===== src/rtl/alu_share_ctrl_pkg.sv =====
// Shared constants for the ALU sharing controller: operand and opcode widths,
// opcode encodings, flag bit positions, controller state encoding and a small
// helper that decides how an opcode affects the architectural flags.
// Optional feature macro used elsewhere in this slice: ALU_SHARE_RR_EN.
package alu_share_ctrl_pkg;

  localparam int opsize   = 4;
  localparam int aluwidth = 8;
  localparam int numflags = 4;
  localparam int NREQ     = 2;

  localparam logic [opsize-1:0] ADD = 4'd0;
  localparam logic [opsize-1:0] SUB = 4'd1;
  localparam logic [opsize-1:0] CMP = 4'd2;
  localparam logic [opsize-1:0] AND = 4'd3;
  localparam logic [opsize-1:0] OR  = 4'd4;
  localparam logic [opsize-1:0] LS  = 4'd5;
  localparam logic [opsize-1:0] RS  = 4'd6;

  localparam int FLAG_C = 3;
  localparam int FLAG_V = 2;
  localparam int FLAG_Z = 1;
  localparam int FLAG_N = 0;

  typedef enum logic [1:0] {
    IDLE = 2'd0,
    EXEC = 2'd1,
    RESP = 2'd2
  } state_t;

  typedef enum logic [1:0] {
    CLS_ARITH = 2'd0,
    CLS_LOGIC = 2'd1,
    CLS_UNDEF = 2'd2
  } opclass_t;

  // Arithmetic ops rewrite every flag, logic/shift ops only touch Z and N,
  // and anything unrecognised leaves the architectural flags alone.
  function automatic opclass_t opClass(input logic [opsize-1:0] op);
    opclass_t cls;
    case (op)
      ADD, SUB, CMP:   cls = CLS_ARITH;
      AND, OR, LS, RS: cls = CLS_LOGIC;
      default:         cls = CLS_UNDEF;
    endcase
    return cls;
  endfunction

endpackage


===== src/rtl/alu_share_ctrl_if.sv =====
// Request/response bus between the two requesters and the ALU sharing
// controller. The controller connects through the slave modport; a requester
// (or a bench acting as both requesters) uses the master modport.
interface alu_share_ctrl_if;
  import alu_share_ctrl_pkg::*;

  logic [NREQ-1:0]          req_valid;
  logic [NREQ-1:0]          req_ready;
  logic [NREQ*opsize-1:0]   req_op;
  logic [NREQ*aluwidth-1:0] req_a;
  logic [NREQ*aluwidth-1:0] req_b;
  logic [NREQ-1:0]          rsp_valid;
  logic [NREQ-1:0]          rsp_ready;
  logic [aluwidth-1:0]      rsp_data;
  logic [numflags-1:0]      rsp_flags;
  logic [numflags-1:0]      flags_q;
  logic                     busy;

  modport master (
    output req_valid, req_op, req_a, req_b, rsp_ready,
    input  req_ready, rsp_valid, rsp_data, rsp_flags, flags_q, busy
  );

  modport slave (
    input  req_valid, req_op, req_a, req_b, rsp_ready,
    output req_ready, rsp_valid, rsp_data, rsp_flags, flags_q, busy
  );

endinterface


===== src/rtl/alu_share_ctrl_alu.sv =====
// The shared combinational ALU. Produces an aluwidth-bit result and the
// {C V Z N} flags for one operation. Shifts by aluwidth or more give zero,
// CMP reports the difference with C forced low, and unknown opcodes give a
// zero result (hence only Z set).
module alu_share_alu
  import alu_share_ctrl_pkg::*;
(
  input  logic [opsize-1:0]   op_i,
  input  logic [aluwidth-1:0] a_i,
  input  logic [aluwidth-1:0] b_i,
  output logic [aluwidth-1:0] result_o,
  output logic [numflags-1:0] flags_o
);

  localparam int ShW = $clog2(aluwidth);
  localparam logic [aluwidth-1:0] ShiftLimit = aluwidth'(aluwidth);

  logic [aluwidth:0] wide;
  logic              carry;
  logic              ovf;

  // Compute the result first, then derive carry/overflow from the operand and
  // result sign bits; SUB and CMP share the widened subtraction so the borrow
  // falls out as the top bit of the difference.
  always_comb begin
    wide     = '0;
    result_o = '0;
    carry    = 1'b0;
    ovf      = 1'b0;
    case (op_i)
      ADD: begin
        wide     = {1'b0, a_i} + {1'b0, b_i};
        result_o = wide[aluwidth-1:0];
        carry    = wide[aluwidth];
        ovf      = (a_i[aluwidth-1] == b_i[aluwidth-1]) &&
                   (result_o[aluwidth-1] != a_i[aluwidth-1]);
      end
      SUB, CMP: begin
        wide     = {1'b0, a_i} - {1'b0, b_i};
        result_o = wide[aluwidth-1:0];
        carry    = (op_i == SUB) ? wide[aluwidth] : 1'b0;
        ovf      = (a_i[aluwidth-1] != b_i[aluwidth-1]) &&
                   (result_o[aluwidth-1] != a_i[aluwidth-1]);
      end
      AND: result_o = a_i & b_i;
      OR:  result_o = a_i | b_i;
      LS:  result_o = (b_i >= ShiftLimit) ? '0 : (a_i << b_i[ShW-1:0]);
      RS:  result_o = (b_i >= ShiftLimit) ? '0 : (a_i >> b_i[ShW-1:0]);
      default: result_o = '0;
    endcase
  end

  // Pack the flags in {C V Z N} order.
  always_comb begin
    flags_o         = '0;
    flags_o[FLAG_C] = carry;
    flags_o[FLAG_V] = ovf;
    flags_o[FLAG_Z] = (result_o == '0);
    flags_o[FLAG_N] = result_o[aluwidth-1];
  end

endmodule


===== src/rtl/alu_share_ctrl_arb2.sv =====
// Two-input grant generator. With ALU_SHARE_RR_EN defined, a one-bit pointer
// selects the winner when both ports request and moves to the other port
// after every accepted request; a lone requester always wins. Without the
// macro port 0 has fixed priority and no pointer register exists.
module alu_share_arb2 (
`ifdef ALU_SHARE_RR_EN
  input  logic       clk,
  input  logic       reset,
  input  logic       advance_i,
`endif
  input  logic [1:0] valid_i,
  output logic [1:0] grant_o,
  output logic       grant_idx_o
);

`ifdef ALU_SHARE_RR_EN
  logic ptr_q;

  // After each accepted request the pointer favours the port that did not
  // just win, so two persistent requesters alternate.
  always_ff @(posedge clk or posedge reset) begin
    if (reset) begin
      ptr_q <= 1'b0;
    end else if (advance_i) begin
      ptr_q <= ~grant_idx_o;
    end
  end

  // Contention is resolved by the pointer; otherwise whoever is asking wins.
  always_comb begin
    grant_o = 2'b00;
    if (valid_i == 2'b11) begin
      grant_o = ptr_q ? 2'b10 : 2'b01;
    end else begin
      grant_o = valid_i;
    end
  end
`else
  // Port 0 wins whenever it asks; port 1 only gets through when port 0 is idle.
  always_comb begin
    grant_o = 2'b00;
    if (valid_i[0]) begin
      grant_o = 2'b01;
    end else if (valid_i[1]) begin
      grant_o = 2'b10;
    end
  end
`endif

  assign grant_idx_o = grant_o[1];

endmodule


===== src/rtl/alu_share_ctrl.sv =====
// ALU sharing controller: arbitrates two requesters onto one ALU, registers
// the operands, captures result and flags, returns them to the winner, and
// keeps the architectural {C V Z N} flags register.
// Grant policy macro: ALU_SHARE_RR_EN (round robin when defined, otherwise
// fixed priority to port 0).
module alu_share_ctrl
  import alu_share_ctrl_pkg::*;
(
  input logic             clk,
  input logic             reset,
  alu_share_ctrl_if.slave bus
);

  state_t              state_q;
  logic [opsize-1:0]   op_q;
  logic [aluwidth-1:0] a_q;
  logic [aluwidth-1:0] b_q;
  logic                gntIdx_q;
  logic [NREQ-1:0]     rspValid_q;
  logic [aluwidth-1:0] rspData_q;
  logic [numflags-1:0] rspFlags_q;
  logic [numflags-1:0] archFlags_q;

  logic [1:0]          grant;
  logic                grantIdx;
  logic [NREQ-1:0]     reqReady;
  logic                accept;
  logic [opsize-1:0]   selOp;
  logic [aluwidth-1:0] selA;
  logic [aluwidth-1:0] selB;
  logic [aluwidth-1:0] aluResult;
  logic [numflags-1:0] aluFlags;

  alu_share_arb2 u_arb (
`ifdef ALU_SHARE_RR_EN
    .clk         (clk),
    .reset       (reset),
    .advance_i   (accept),
`endif
    .valid_i     (bus.req_valid),
    .grant_o     (grant),
    .grant_idx_o (grantIdx)
  );

  alu_share_alu u_alu (
    .op_i     (op_q),
    .a_i      (a_q),
    .b_i      (b_q),
    .result_o (aluResult),
    .flags_o  (aluFlags)
  );

  // Only one operation may be outstanding, so the grant is exposed as ready
  // solely while idle; the arbiter never grants a port that is not asking.
  always_comb begin
    reqReady = (state_q == IDLE) ? grant : 2'b00;
    accept   = |reqReady;
  end

  // Steer the granted port's opcode and operands towards the capture registers.
  always_comb begin
    selOp = grantIdx ? bus.req_op[2*opsize-1:opsize]   : bus.req_op[opsize-1:0];
    selA  = grantIdx ? bus.req_a[2*aluwidth-1:aluwidth] : bus.req_a[aluwidth-1:0];
    selB  = grantIdx ? bus.req_b[2*aluwidth-1:aluwidth] : bus.req_b[aluwidth-1:0];
  end

  // Controller FSM. IDLE captures a request on the handshake, EXEC runs the ALU
  // from the captured operands for one cycle and registers its outputs (and the
  // architectural flags), RESP holds the response until the winner consumes it.
  // Reset abandons anything in flight and clears the flags register.
  always_ff @(posedge clk or posedge reset) begin
    if (reset) begin
      state_q     <= IDLE;
      op_q        <= '0;
      a_q         <= '0;
      b_q         <= '0;
      gntIdx_q    <= 1'b0;
      rspValid_q  <= '0;
      rspData_q   <= '0;
      rspFlags_q  <= '0;
      archFlags_q <= '0;
    end else begin
      case (state_q)
        IDLE: begin
          if (accept) begin
            op_q     <= selOp;
            a_q      <= selA;
            b_q      <= selB;
            gntIdx_q <= grantIdx;
            state_q  <= EXEC;
          end
        end
        EXEC: begin
          rspData_q  <= aluResult;
          rspFlags_q <= aluFlags;
          rspValid_q <= gntIdx_q ? 2'b10 : 2'b01;
          case (opClass(op_q))
            CLS_ARITH: archFlags_q <= aluFlags;
            CLS_LOGIC: begin
              archFlags_q[FLAG_Z] <= aluFlags[FLAG_Z];
              archFlags_q[FLAG_N] <= aluFlags[FLAG_N];
            end
            default: archFlags_q <= archFlags_q;
          endcase
          state_q <= RESP;
        end
        RESP: begin
          if (|(rspValid_q & bus.rsp_ready)) begin
            rspValid_q <= '0;
            state_q    <= IDLE;
          end
        end
        default: begin
          rspValid_q <= '0;
          state_q    <= IDLE;
        end
      endcase
    end
  end

  assign bus.req_ready = reqReady;
  assign bus.rsp_valid = rspValid_q;
  assign bus.rsp_data  = rspData_q;
  assign bus.rsp_flags = rspFlags_q;
  assign bus.flags_q   = archFlags_q;
  assign bus.busy      = (state_q != IDLE);

endmodule


===== src/flat_wrapper.sv =====
// flat-port wrapper written by rule: the top's interface ports become plain ports
module alu_share_ctrl_flat import alu_share_ctrl_pkg::*;
  (clk, reset, bus_req_valid, bus_req_op, bus_req_a, bus_req_b, bus_rsp_ready, bus_req_ready, bus_rsp_valid, bus_rsp_data, bus_rsp_flags, bus_flags_q, bus_busy);
  alu_share_ctrl_if bus_i ();
  input logic clk;
  input logic reset;
  input wire logic [$bits(bus_i.req_valid)-1:0] bus_req_valid;
  input wire logic [$bits(bus_i.req_op)-1:0] bus_req_op;
  input wire logic [$bits(bus_i.req_a)-1:0] bus_req_a;
  input wire logic [$bits(bus_i.req_b)-1:0] bus_req_b;
  input wire logic [$bits(bus_i.rsp_ready)-1:0] bus_rsp_ready;
  output wire logic [$bits(bus_i.req_ready)-1:0] bus_req_ready;
  output wire logic [$bits(bus_i.rsp_valid)-1:0] bus_rsp_valid;
  output wire logic [$bits(bus_i.rsp_data)-1:0] bus_rsp_data;
  output wire logic [$bits(bus_i.rsp_flags)-1:0] bus_rsp_flags;
  output wire logic [$bits(bus_i.flags_q)-1:0] bus_flags_q;
  output wire logic [$bits(bus_i.busy)-1:0] bus_busy;
  assign bus_i.req_valid = bus_req_valid;
  assign bus_i.req_op = bus_req_op;
  assign bus_i.req_a = bus_req_a;
  assign bus_i.req_b = bus_req_b;
  assign bus_i.rsp_ready = bus_rsp_ready;
  assign bus_req_ready = bus_i.req_ready;
  assign bus_rsp_valid = bus_i.rsp_valid;
  assign bus_rsp_data = bus_i.rsp_data;
  assign bus_rsp_flags = bus_i.rsp_flags;
  assign bus_flags_q = bus_i.flags_q;
  assign bus_busy = bus_i.busy;
  alu_share_ctrl u_core (.clk(clk), .reset(reset), .bus(bus_i));
endmodule

===== config.mk =====
export PLATFORM = sky130hd
export DESIGN_NAME = alu_share_ctrl_flat
export DESIGN_NICKNAME = d
export VERILOG_FILES = /design/src/rtl/alu_share_ctrl_pkg.sv /design/src/rtl/alu_share_ctrl_if.sv /design/src/rtl/alu_share_ctrl_alu.sv /design/src/rtl/alu_share_ctrl_arb2.sv /design/src/rtl/alu_share_ctrl.sv /design/src/flat_wrapper.sv
export SDC_FILE = /design/constraint.sdc
export NUM_CORES = 1
export LEC_CHECK = 0
export CAP_MARGIN = 20
export CORE_MARGIN = 2
export CORE_UTILIZATION = 48
export CTS_CLUSTER_SIZE = 30
export DETAILED_ROUTE_END_ITERATION = 8
export HOLD_SLACK_MARGIN = 0.15
export PLACE_DENSITY_LB_ADDON = 0.15
export SYNTH_ARGS = -nofsm -noshare
export SYNTH_HDL_FRONTEND = slang
export SYNTH_SLANG_ARGS = --single-unit
export TNS_END_PERCENT = 30

===== constraint.sdc =====
create_clock -name clk -period 2.6 [get_ports clk]
set_input_delay 0.52 -clock clk [delete_from_list [all_inputs] [get_ports clk]]
set_output_delay 0.52 -clock clk [all_outputs]
set_load 0.02 [all_outputs]

==> run metrics, run 1 <==
run status finished clean; last weighted congestion value of the routability-driven placer 0.974; die outline height 89.9 um; antenna diode instance count 0; signal arrival time at the worst endpoint 2.76 ns; Leakage 2.11 nW; via/cell ratio 5.67; Post-Syn Nets 482; endpoints failing setup 0; H-tree levels 2; Min Hold Slack 0.482 ns; vias in the first global route 3410; count of yosys warnings during synthesis 0; number of iterations in the first detailed-routing pass 4; overall die width 89.9 um; proportion of layout cells with a drive suffix above 1 20.8%; endpoint class of the critical path register; kind of launch point of the worst setup path register; dominant synthesized flop cell dfrtp_1; netlist area before placement 3540 um^2; number of DRC violations after detailed routing 0; first-pass GRT wire length 16500 um; initial cell density of the core 49.0%; sum of routed wire length over all layers 10000 um; final count of hold timing violations 0; final critical path time including I/O delays and setup 2.57 ns; Rel. slew slack 63.5%; Worst Tran Pin Value 0.543 ns; Worst Skew 0.00506 ns; number of DRC markers in iteration 0 253; top cell type's share of synthesized area 28.3%; number of enable-type register cells in the synthesized netlist 0; total clock buffers created by CTS 5; vias post-DR 3416; top fanout value on the critical path 4; count of buffers from port buffering 66; I/O pins 67; Layout Nets 579; maximum frequency from static timing analysis 389 MHz; Tcrit/Tclk final 98.8%; RSZ-0062 raised after global routing yes; maximum number of pins on one net before global-route repair 42; Peak supply drop 0.524 mV; residual antenna-violating net count after detailed routing 0; total clock sinks 40; largest area contributor in the netlist dfrtp_1; Setup Crit Path Kind register to register; antenna violations before repair 0; number of filler instances in the final layout 622; Critical Path RT 2.79 ns; clock tree from TritonCTS done; Post-Syn Area per Cell 8.72 um^2; synthesis-stage register bit count 40; overall power consumption 6.50 mW; Pins Over Slew Limit 0; leftover overflow at the end of global routing 0; gr usage total 25.1%; routed wire length per instance 16.6 um; source-to-sink clock delay at the later pin of the worst-skew pair 0.29 ns; Post-synth ARST share 100%; CTS root buffer clkbuf_8; TNS Setup 0 ns; hold buffer count at cts 0; largest cells by area after synthesis dfrtp_1 (28%), ha_1 (9.9%), mux2i_1 (7.1%); num rows 31; clock buffer depth 2; synthesized netlist cell count 406; power per cell area 1350 nW/um^2; Core Area 7210 um^2; HPWL after detailed placement 7870 um; top post-synthesis cells by count dfrtp_1 (40), nand2_1 (40), o21ai_0 (38); Total Die Area 8070 um^2; Worst Slack Setup Final 0.0301 ns; sequential-to-total area share from yosys stat 28.3%; worst slack at placement -0.121 ns; Max Cap Viol 0; Clock Pin Slew Worst Setup and Hold Paths 0.08 ns; Cell variety after synth 67; relative area change from synthesis to final layout 35.8%; classification of the worst-slack hold path register to register
==> where the power goes <==
group	internal (mW)	switching, mW
logic	2.28	2.51
clock network	0.187	0.230
registers	0.901	0.392
==> metal layers <==
metal	track usage, %	part of all wire (%)
met5	0	0
met4	8.97	3.5
met3	3.69	5.5
met2	43.2	48
met1	32.2	43
==> cell type report <==
| cell class | instances | area [um^2] | area share (%) |
|---|---|---|---|
| sequential | 40 | 1010 | 20.9 |
| clock buffer | 5 | 68.8 | 1.43 |
| tap | 99 | 124 | 2.58 |
| inverter | 27 | 103 | 2.14 |
| clock inverter | 3 | 18.8 | 0.391 |
| timing repair buffer | 121 | 1090 | 22.8 |
| multi-input combinational | 308 | 2390 | 49.8 |
==> what timing repair did <==
item	4_1_cts	5_1_grt
endpoints found under the setup margin	2	6
pin swaps	3	16
setup buffers	2	5
gates resized for setup	4	25
==> sequential cells by signal, indices dropped and copies added (netlist names) <==
register and flops:
u_core.op_q 4, u_core.b_q 8, u_core.bus.rsp_data 7, u_core.gntIdx_q 1
u_core.a_q 8, u_core.bus.rsp_flags 4, u_core.state_q 2, u_core.bus.rsp_valid 2
u_core.bus.flags_q 4
==> cell families after synthesis <==
logic type,synth area share (%)
xor+xnor,0.743
flops,28.3
mux,12.8
fa+ha+maj,11.0
buf+inv,7.28
simple gates,15.4
compound gates,24.4
==> stage by stage <==
stage | utilization (%) | cell area [um^2] | cells
finish | 66.6 | 4800 | 603
CTS | 64.7 | 4670 | 598
detailed placement | 63.0 | 4550 | 588
global placement | 63.0 | 4550 | 588
floorplan | - | 3540 | 406
global route | 66.6 | 4800 | 603
==> final timing paths <==
path | depth (start not counted) | slack, ns | endpoint | start
setup / recovery | 10 | 0.03 | u_core.bus.flags_q[1]$_DFFE_PP0P_ | u_core.b_q[0]$_DFFE_PP0P_
hold / removal | 1 | 0.48 | u_core.bus.flags_q[3]$_DFFE_PP0P_ | u_core.bus.flags_q[3]$_DFFE_PP0P_
setup reg to reg | 10 | 0.03 | u_core.bus.flags_q[1]$_DFFE_PP0P_ | u_core.b_q[0]$_DFFE_PP0P_
hold reg to reg | 1 | 0.48 | u_core.bus.flags_q[3]$_DFFE_PP0P_ | u_core.bus.flags_q[3]$_DFFE_PP0P_
max in group asynchronous | 3 | 1.57 | u_core.op_q[0]$_DFFE_PP0P_ | reset
min in group asynchronous | 3 | 0.66 | u_core.op_q[3]$_DFFE_PP0P_ | reset
==> critical path: stages, from the launching register on <==
cell      delay [ns]
dfrtp_2         0.47
ha_4            0.18
fa_2            0.37
nor3_2          0.18
nor3_2          0.09
o31ai_2         0.27
xnor2_1         0.14
a221oi_2        0.29
buf_4           0.16
inv_2           0.03
o41ai_2         0.27
==> cells in the final DEF, fill, tap and decap left out, types with 4 or more instances in the layout <==
master,count
clkdlybuf4s50_1,66
buf_4,53
nand2_1,40
o21ai_0,36
dfrtp_1,36
nor2_1,26
inv_1,25
mux2i_1,25
ha_1,25
a21oi_1,17
o21ai_1,9
nand3_1,9
a21o_1,7
o211ai_1,6
mux4_2,6
nand2b_1,6
nor2b_1,5
a211oi_2,5
a221o_1,5
clkbuf_8,5
dfrtp_2,4
Power figures use the tool's default switching activity.
==> run 2: changes to the inputs <==
--- a/config.mk
+++ b/config.mk
@@ -6,7 +6,7 @@
 export NUM_CORES = 1
 export LEC_CHECK = 0
 export CAP_MARGIN = 20
-export CORE_MARGIN = 2
+export CORE_MARGIN = 5
 export CORE_UTILIZATION = 48
 export CTS_CLUSTER_SIZE = 30
 export DETAILED_ROUTE_END_ITERATION = 8
==> run 2 against run 1 <==
Against the previous run: clock skew is 0.0058 ns higher; first-iteration DRC count is 34% higher; maximum frequency is 0.96% higher; core utilization is 0.50 points lower; highest routed layer unchanged.
==> run metrics, run 2 (synthesized netlist as in run 1, its figures left out) <==
run status finished clean; Worst Skew 0.0109 ns; number of DRC markers in iteration 0 340; number of filler instances in the final layout 618; source-to-sink clock delay at the later pin of the worst-skew pair 0.31 ns; HPWL after detailed placement 7540 um; number of cells on the worst reg-to-reg path 7; overall power consumption 6.61 mW; final count of hold timing violations 0; hold buffer count at cts 0; vias in the first global route 3181; Max Cap Viol 0; H-tree levels 2; endpoints failing setup 0; die outline height 95.9 um; worst setup path startpoint u_core.op_q[3]$_DFFE_PP0P_; maximum frequency from static timing analysis 393 MHz; delay of the slowest cell on the worst path 0.58 ns; overall die width 95.9 um; power per cell area 1390 nW/um^2; Critical Path RT 2.78 ns; number of DRC violations after detailed routing 0; relative area change from synthesis to final layout 34.8%; Pins Over Slew Limit 0; endpoint of the worst setup timing path u_core.bus.rsp_flags[1]$_DFFE_PP0N_; routed wire length per instance 17.0 um; TNS Setup 0 ns; maximum number of pins on one net before global-route repair 42; register area 1000 um^2; Total Die Area 9190 um^2; Setup Crit Path Kind register to register; Layout Nets 567; commonest non-fill, non-tap cell in the layout clkdlybuf4s50_1; footprint of the multi-input gates 2420 um^2; cell with the largest stage delay on the worst path dfrtp_1; Clock Pin Slew Worst Setup and Hold Paths 0.08 ns; first-pass GRT wire length 15500 um; final critical path time including I/O delays and setup 2.55 ns; gr usage total 21.8%; Min Hold Slack 0.486 ns; leftover overflow at the end of global routing 0; via/cell ratio 5.77; last weighted congestion value of the routability-driven placer 1.01; CP cell instances nand4bb_1 > or3_1 > a221oi_1 > a211oi_2 > and3_1 > nand4_1 > o31ai_1; CTS root buffer clkbuf_8; signal arrival time at the worst endpoint 2.72 ns; DP Area 4490 um^2; sum of routed wire length over all layers 10000 um; clock tree from TritonCTS done; endpoint class of the critical path register; proportion of layout cells with a drive suffix above 1 18.9%; total clock sinks 40; top fanout value on the critical path 12; antenna diode instance count 0; Core Area 7210 um^2; setup slack of the most critical reg-to-reg path 0.05 ns; I/O pins 67; Leakage 2.07 nW; Design Area, Final 4770 um^2; Rel. slew slack 63.6%; initial cell density of the core 49.0%; num rows 31; reg-to-reg critical path endpoint u_core.bus.rsp_flags[1]$_DFFE_PP0N_; Peak supply drop 0.515 mV; total clock buffers created by CTS 5; classification of the worst-slack hold path register to register; leading cell types in the layout, fill and taps excluded clkdlybuf4s50_1 (66), buf_4 (41), nand2_1 (40), dfrtp_1 (39), o21ai_0 (37); clock buffer depth 2; number of iterations in the first detailed-routing pass 6; residual antenna-violating net count after detailed routing 0; Worst R2R Start u_core.op_q[3]$_DFFE_PP0P_; antenna violations before repair 0; count of buffers from port buffering 66; Worst Tran Pin Value 0.542 ns; vias post-DR 3410; Tcrit/Tclk final 97.9%; kind of launch point of the worst setup path register
run 2: worst max-delay path: cells and delay by family, from the launching register on:
family | cells | cell delay, ns
simple gates | 4 | 1.18
flops | 1 | 0.58
compound gates | 3 | 0.67
run 2: layer usage:
layer	global-route usage, %	routed length (um)	up-vias
met5	0	0	-
met2	36.2	4910	151
met1	27.9	4110	1603
li1	-	-	1630
met4	9.00	341	0
met3	3.75	685	26
run 2: power by group:
group | switching, mW | leakage (nW) | internal [mW]
Combinational | 2.57 | 1.51 | 2.23
Clock | 0.240 | 0.0614 | 0.314
Sequential | 0.371 | 0.504 | 0.896
Total | 3.18 | 2.07 | 3.44
run 2: cell type report:
cell class / instances / area share [%]
Inverter: 27 / 2.15
Timing Repair Buffer: 109 / 21.0
Clock buffer: 6 / 1.73
Clock inverter: 2 / 0.813
Tap cell: 99 / 2.60
Sequential cell: 40 / 21.0
Multi-Input combinational cell: 308 / 50.7
run 2: timing repair:
item	4_1_cts	5_1_grt
gates resized for setup	1	28
endpoints found under the setup margin	2	7
pin swaps	0	8
setup buffers	0	2
gates cloned	0	0
run 2: worst min path at each step:
stage,endpoint,from,slack [ns],depth (start not counted)
after detailed placement,u_core.bus.rsp_flags[3]$_DFFE_PP0N_,u_core.bus.rsp_flags[3]$_DFFE_PP0N_,0.47,1
after CTS,u_core.bus.rsp_flags[2]$_DFFE_PP0N_,u_core.bus.rsp_flags[2]$_DFFE_PP0N_,0.49,2
after global routing,u_core.bus.rsp_flags[3]$_DFFE_PP0N_,u_core.bus.rsp_flags[3]$_DFFE_PP0N_,0.51,1
after global placement,u_core.bus.flags_q[3]$_DFFE_PP0P_,u_core.bus.flags_q[3]$_DFFE_PP0P_,0.46,1
final,u_core.bus.rsp_flags[2]$_DFFE_PP0N_,u_core.bus.rsp_flags[2]$_DFFE_PP0N_,0.49,2
after floorplan,u_core.bus.rsp_valid[0]$_DFFE_PP0P_,u_core.gntIdx_q$_DFFE_PP0P_,0.46,1
run 2: stage by stage:
stage,worst slack (ns),util (%),std cells
6_report,0.0545,66.1,591
5_1_grt,-0.0731,66.1,591
4_1_cts,0.0147,64.0,589
3_5_place_dp,-0.0303,62.3,581
3_3_place_gp,0.0873,62.3,581
2_1_floorplan,0.0499,-,406
==> run 3: changes to the inputs <==
--- a/config.mk
+++ b/config.mk
@@ -5,6 +5,7 @@
 export SDC_FILE = /design/constraint.sdc
 export NUM_CORES = 1
 export LEC_CHECK = 0
+export ABC_AREA = 1
 export CAP_MARGIN = 20
 export CORE_MARGIN = 5
 export CORE_UTILIZATION = 48
@@ -12,6 +13,7 @@
 export DETAILED_ROUTE_END_ITERATION = 8
 export HOLD_SLACK_MARGIN = 0.15
 export PLACE_DENSITY_LB_ADDON = 0.15
+export RECOVER_POWER = 100
 export SYNTH_ARGS = -nofsm -noshare
 export SYNTH_HDL_FRONTEND = slang
 export SYNTH_SLANG_ARGS = --single-unit
==> run 3 against run 2 <==
Against the previous run: core utilization shrank 4.9 points; area after synthesis increased by 0.57%; final cell count grew 20%; highest routed layer unchanged; routed wire length rose by 0.95%; critical path depth shrank 3; maximum frequency grew 3.6%; via count up 9.0%; clock power grew 2%; power down 15%; critical path type is now primary input to output pin.
==> run metrics, run 3 <==
run status finished clean; number of cells on the worst reg-to-reg path 12; met3 layer wire length in the routed design 510 um; total clock sinks 40; post-layout instance count excluding filler cells 707; relative area change from synthesis to final layout 24.8%; met2 WL post-DR 4910 um; uppermost signal routing layer after detailed routing met4; reg-to-reg critical path endpoint u_core.bus.rsp_flags[1]$_DFFE_PP0N_; num rows 31; H-tree levels 2; antenna violations before repair 0; worst slack at placement 0.182 ns; kind of launch point of the worst setup path primary input; Critical Path RT 2.08 ns; routed wire length per instance 14.3 um; antenna diode instance count 0; placed cell count 699; WP buf/inv 3; Pins Over Slew Limit 0; final critical path time including I/O delays and setup 2.46 ns; internal power 2.59 mW; top fanout value on the critical path 4; last weighted congestion value of the routability-driven placer 0.949; cell with the largest stage delay on the worst path dlygate4sd3_1; gr usage total 23.7%; Worst Tran Pin Value 1.00 ns; vias post-DR 3716; Worst R2R Start u_core.op_q[3]$_DFFE_PP0P_; sum of routed wire length over all layers 10100 um; Total Die Area 9240 um^2; signal arrival time at the worst endpoint 1.94 ns; hold buffer count at cts 0; source-to-sink clock delay at the later pin of the worst-skew pair 0.31 ns; routed length on met1 4630 um; leading cell types in the layout, fill and taps excluded nand2_1 (172), inv_1 (54), nand3_1 (48), nor2_1 (46), clkdlybuf4s50_1 (44); RSZ-0062 raised after global routing no; number of enable-type register cells in the synthesized netlist 0; HPWL after detailed placement 8130 um; largest area contributor in the netlist dfrtp_1; Core Area 7250 um^2; Worst Slack Setup Final 0.144 ns; dominant synthesized flop cell dfrtp_1; Peak supply drop 0.398 mV; synthesized netlist cell count 540; Rel. slew slack 33.2%; CP cell instances clkdlybuf4s50_1 > inv_1 > nor2_1 > dlygate4sd3_1; netlist area before placement 3560 um^2; synthesis-stage register bit count 40; number of DRC violations after detailed routing 0; number of DRC markers in iteration 0 252; clock group share of total power 10.0%; overall die width 96.1 um; Post-Syn Area per Cell 6.59 um^2; overall power consumption 5.64 mW; # Post-CTS Setup Buffers 0; endpoints failing setup 0; most numerous cell in the Yosys netlist nand2_1; combinational share of power 69.2%; CTS root buffer clkbuf_8; initial cell density of the core 49.1%; delay of the slowest cell on the worst path 0.71 ns; sequential-to-total area share from yosys stat 28.1%; first-pass GRT wire length 17200 um; final count of hold timing violations 0; clock buffer depth 2; final standard cell utilization of the core 61.2%; largest cells by area after synthesis dfrtp_1 (28%), nand2_1 (18%), ha_1 (9.8%); hold-critical path endpoint u_core.bus.rsp_valid[0]$_DFFE_PP0P_; vias in the first global route 3616; endpoint class of the critical path output pin; Clock Pin Slew Worst Setup and Hold Paths 0.08 ns; TNS Setup 0 ns; clock tree from TritonCTS done; hold path startpoint u_core.gntIdx_q$_DFFE_PP0P_; I/O pins 67; Max Cap Viol 0; commonest non-fill, non-tap cell in the layout nand2_1; Layout Nets 683; proportion of layout cells with a drive suffix above 1 7.73%; Post-Syn Nets 616; leftover overflow at the end of global routing 0; power per cell area 1270 nW/um^2; top post-synthesis cells by count nand2_1 (172), inv_1 (53), nand3_1 (48); top cell type's share of synthesized area 28.1%; setup slack of the most critical reg-to-reg path 0.28 ns; Tcrit/Tclk final 94.5%; Min-Delay Path Depth 1; Worst Skew 0.0146 ns; Post-synth ARST share 100%; switching part of the total 54.2%; Leakage 2.30 nW; fraction of power consumed by sequential logic 20.8%; via/cell ratio 5.26; classification of the worst-slack hold path register to register; residual antenna-violating net count after detailed routing 0; number of iterations in the first detailed-routing pass 5; Setup Crit Path Kind primary input to output pin; count of buffers from port buffering 66; maximum frequency from static timing analysis 407 MHz; Largest delay share family, worst path buffers and inverters; die outline height 96.1 um; cts repair resizes 0; count of yosys warnings during synthesis 0; maximum number of pins on one net before global-route repair 42; Net Switching 3.06 mW; Cell variety after synth 34; total clock buffers created by CTS 5
==> run 3: cell types whose count changed after synthesis, sizes merged, moves of 7 or more <==
cell    before  now
a211oi       7    0
a21o         7    0
a21oi       17   42
inv         26   62
mux2i       25    0
nand2       40  176
nand3        9   51
nor2        27   54
o211ai       7    0
o21ai       46   21
o31ai        3   22
==> run 3: how the worst max path moves through the flow <==
stage | from | endpoint | slack, ns | depth (start not counted)
after floorplan | u_core.b_q[1]$_DFFE_PP0P_ | u_core.bus.flags_q[1]$_DFFE_PP0P_ | 0.56 | 15
after global placement | bus_req_valid[0] | bus_req_ready[0] | 0.21 | 4
after detailed placement | bus_req_valid[0] | bus_req_ready[0] | 0.18 | 4
after CTS | bus_req_valid[0] | bus_req_ready[0] | 0.17 | 4
after global routing | u_core.a_q[4]$_DFFE_PP0P_ | u_core.bus.rsp_flags[1]$_DFFE_PP0N_ | 0.04 | 14
final | bus_req_valid[0] | bus_req_ready[0] | 0.14 | 4
==> run 3: logic make-up after synthesis <==
| family | count (synthesis) | synth area share (%) |
|---|---|---|
| and+or+nand+nor | 292 | 35.0 |
| AOI/OAI and AO/OA | 92 | 15.0 |
| buffers and inverters | 84 | 10.3 |
| DFF | 40 | 28.1 |
| adders and majority gates | 30 | 11.0 |
| xor gates and xnor gates | 2 | 0.492 |
==> run 3: metal layers <==
metal / up-vias / track usage [%]
met5: - / 0
met4: 0 / 5.21
met3: 9 / 4.22
met2: 125 / 39.7
met1: 1698 / 31.9
li1: 1884 / -
==> run 3: worst reg2reg max path: cells and delay by family, from the launching register on <==
kind | cells | cell delay (ns)
buf+inv | 1 | 0.09
simple gates | 10 | 1.46
compound gates | 1 | 0.21
flops | 1 | 0.44
==> run 3: area by class of cell <==
class	count	area [um^2]
tap	99	124
clock inverter	2	38.8
fill	713	2810
multi-input combinational	416	2190
sequential	40	1000
inverter	62	238
clock buffer	6	82.6
timing repair buffer	82	768
==> run 3: per-stage QoR <==
stage / hold WS (ns) / instance area [um^2]
after floorplan: 0.440 / 3560
after global placement: 0.448 / 4350
after detailed placement: 0.456 / 4350
after CTS: 0.469 / 4470
after global routing: 0.482 / 4440
final: 0.462 / 4440
==> run 3: power groups by stage <==
| stage | logic [mW] | clock network, mW | registers (mW) |
|---|---|---|---|
| finish | 3.91 | 0.566 | 1.17 |
| global route | 4.41 | 0.591 | 1.21 |
| CTS | 3.98 | 0.571 | 1.18 |
| detailed placement | 3.96 | 0 | 1.19 |
| global placement | 3.90 | 0 | 1.17 |
| floorplan | 2.76 | 0 | 1.25 |
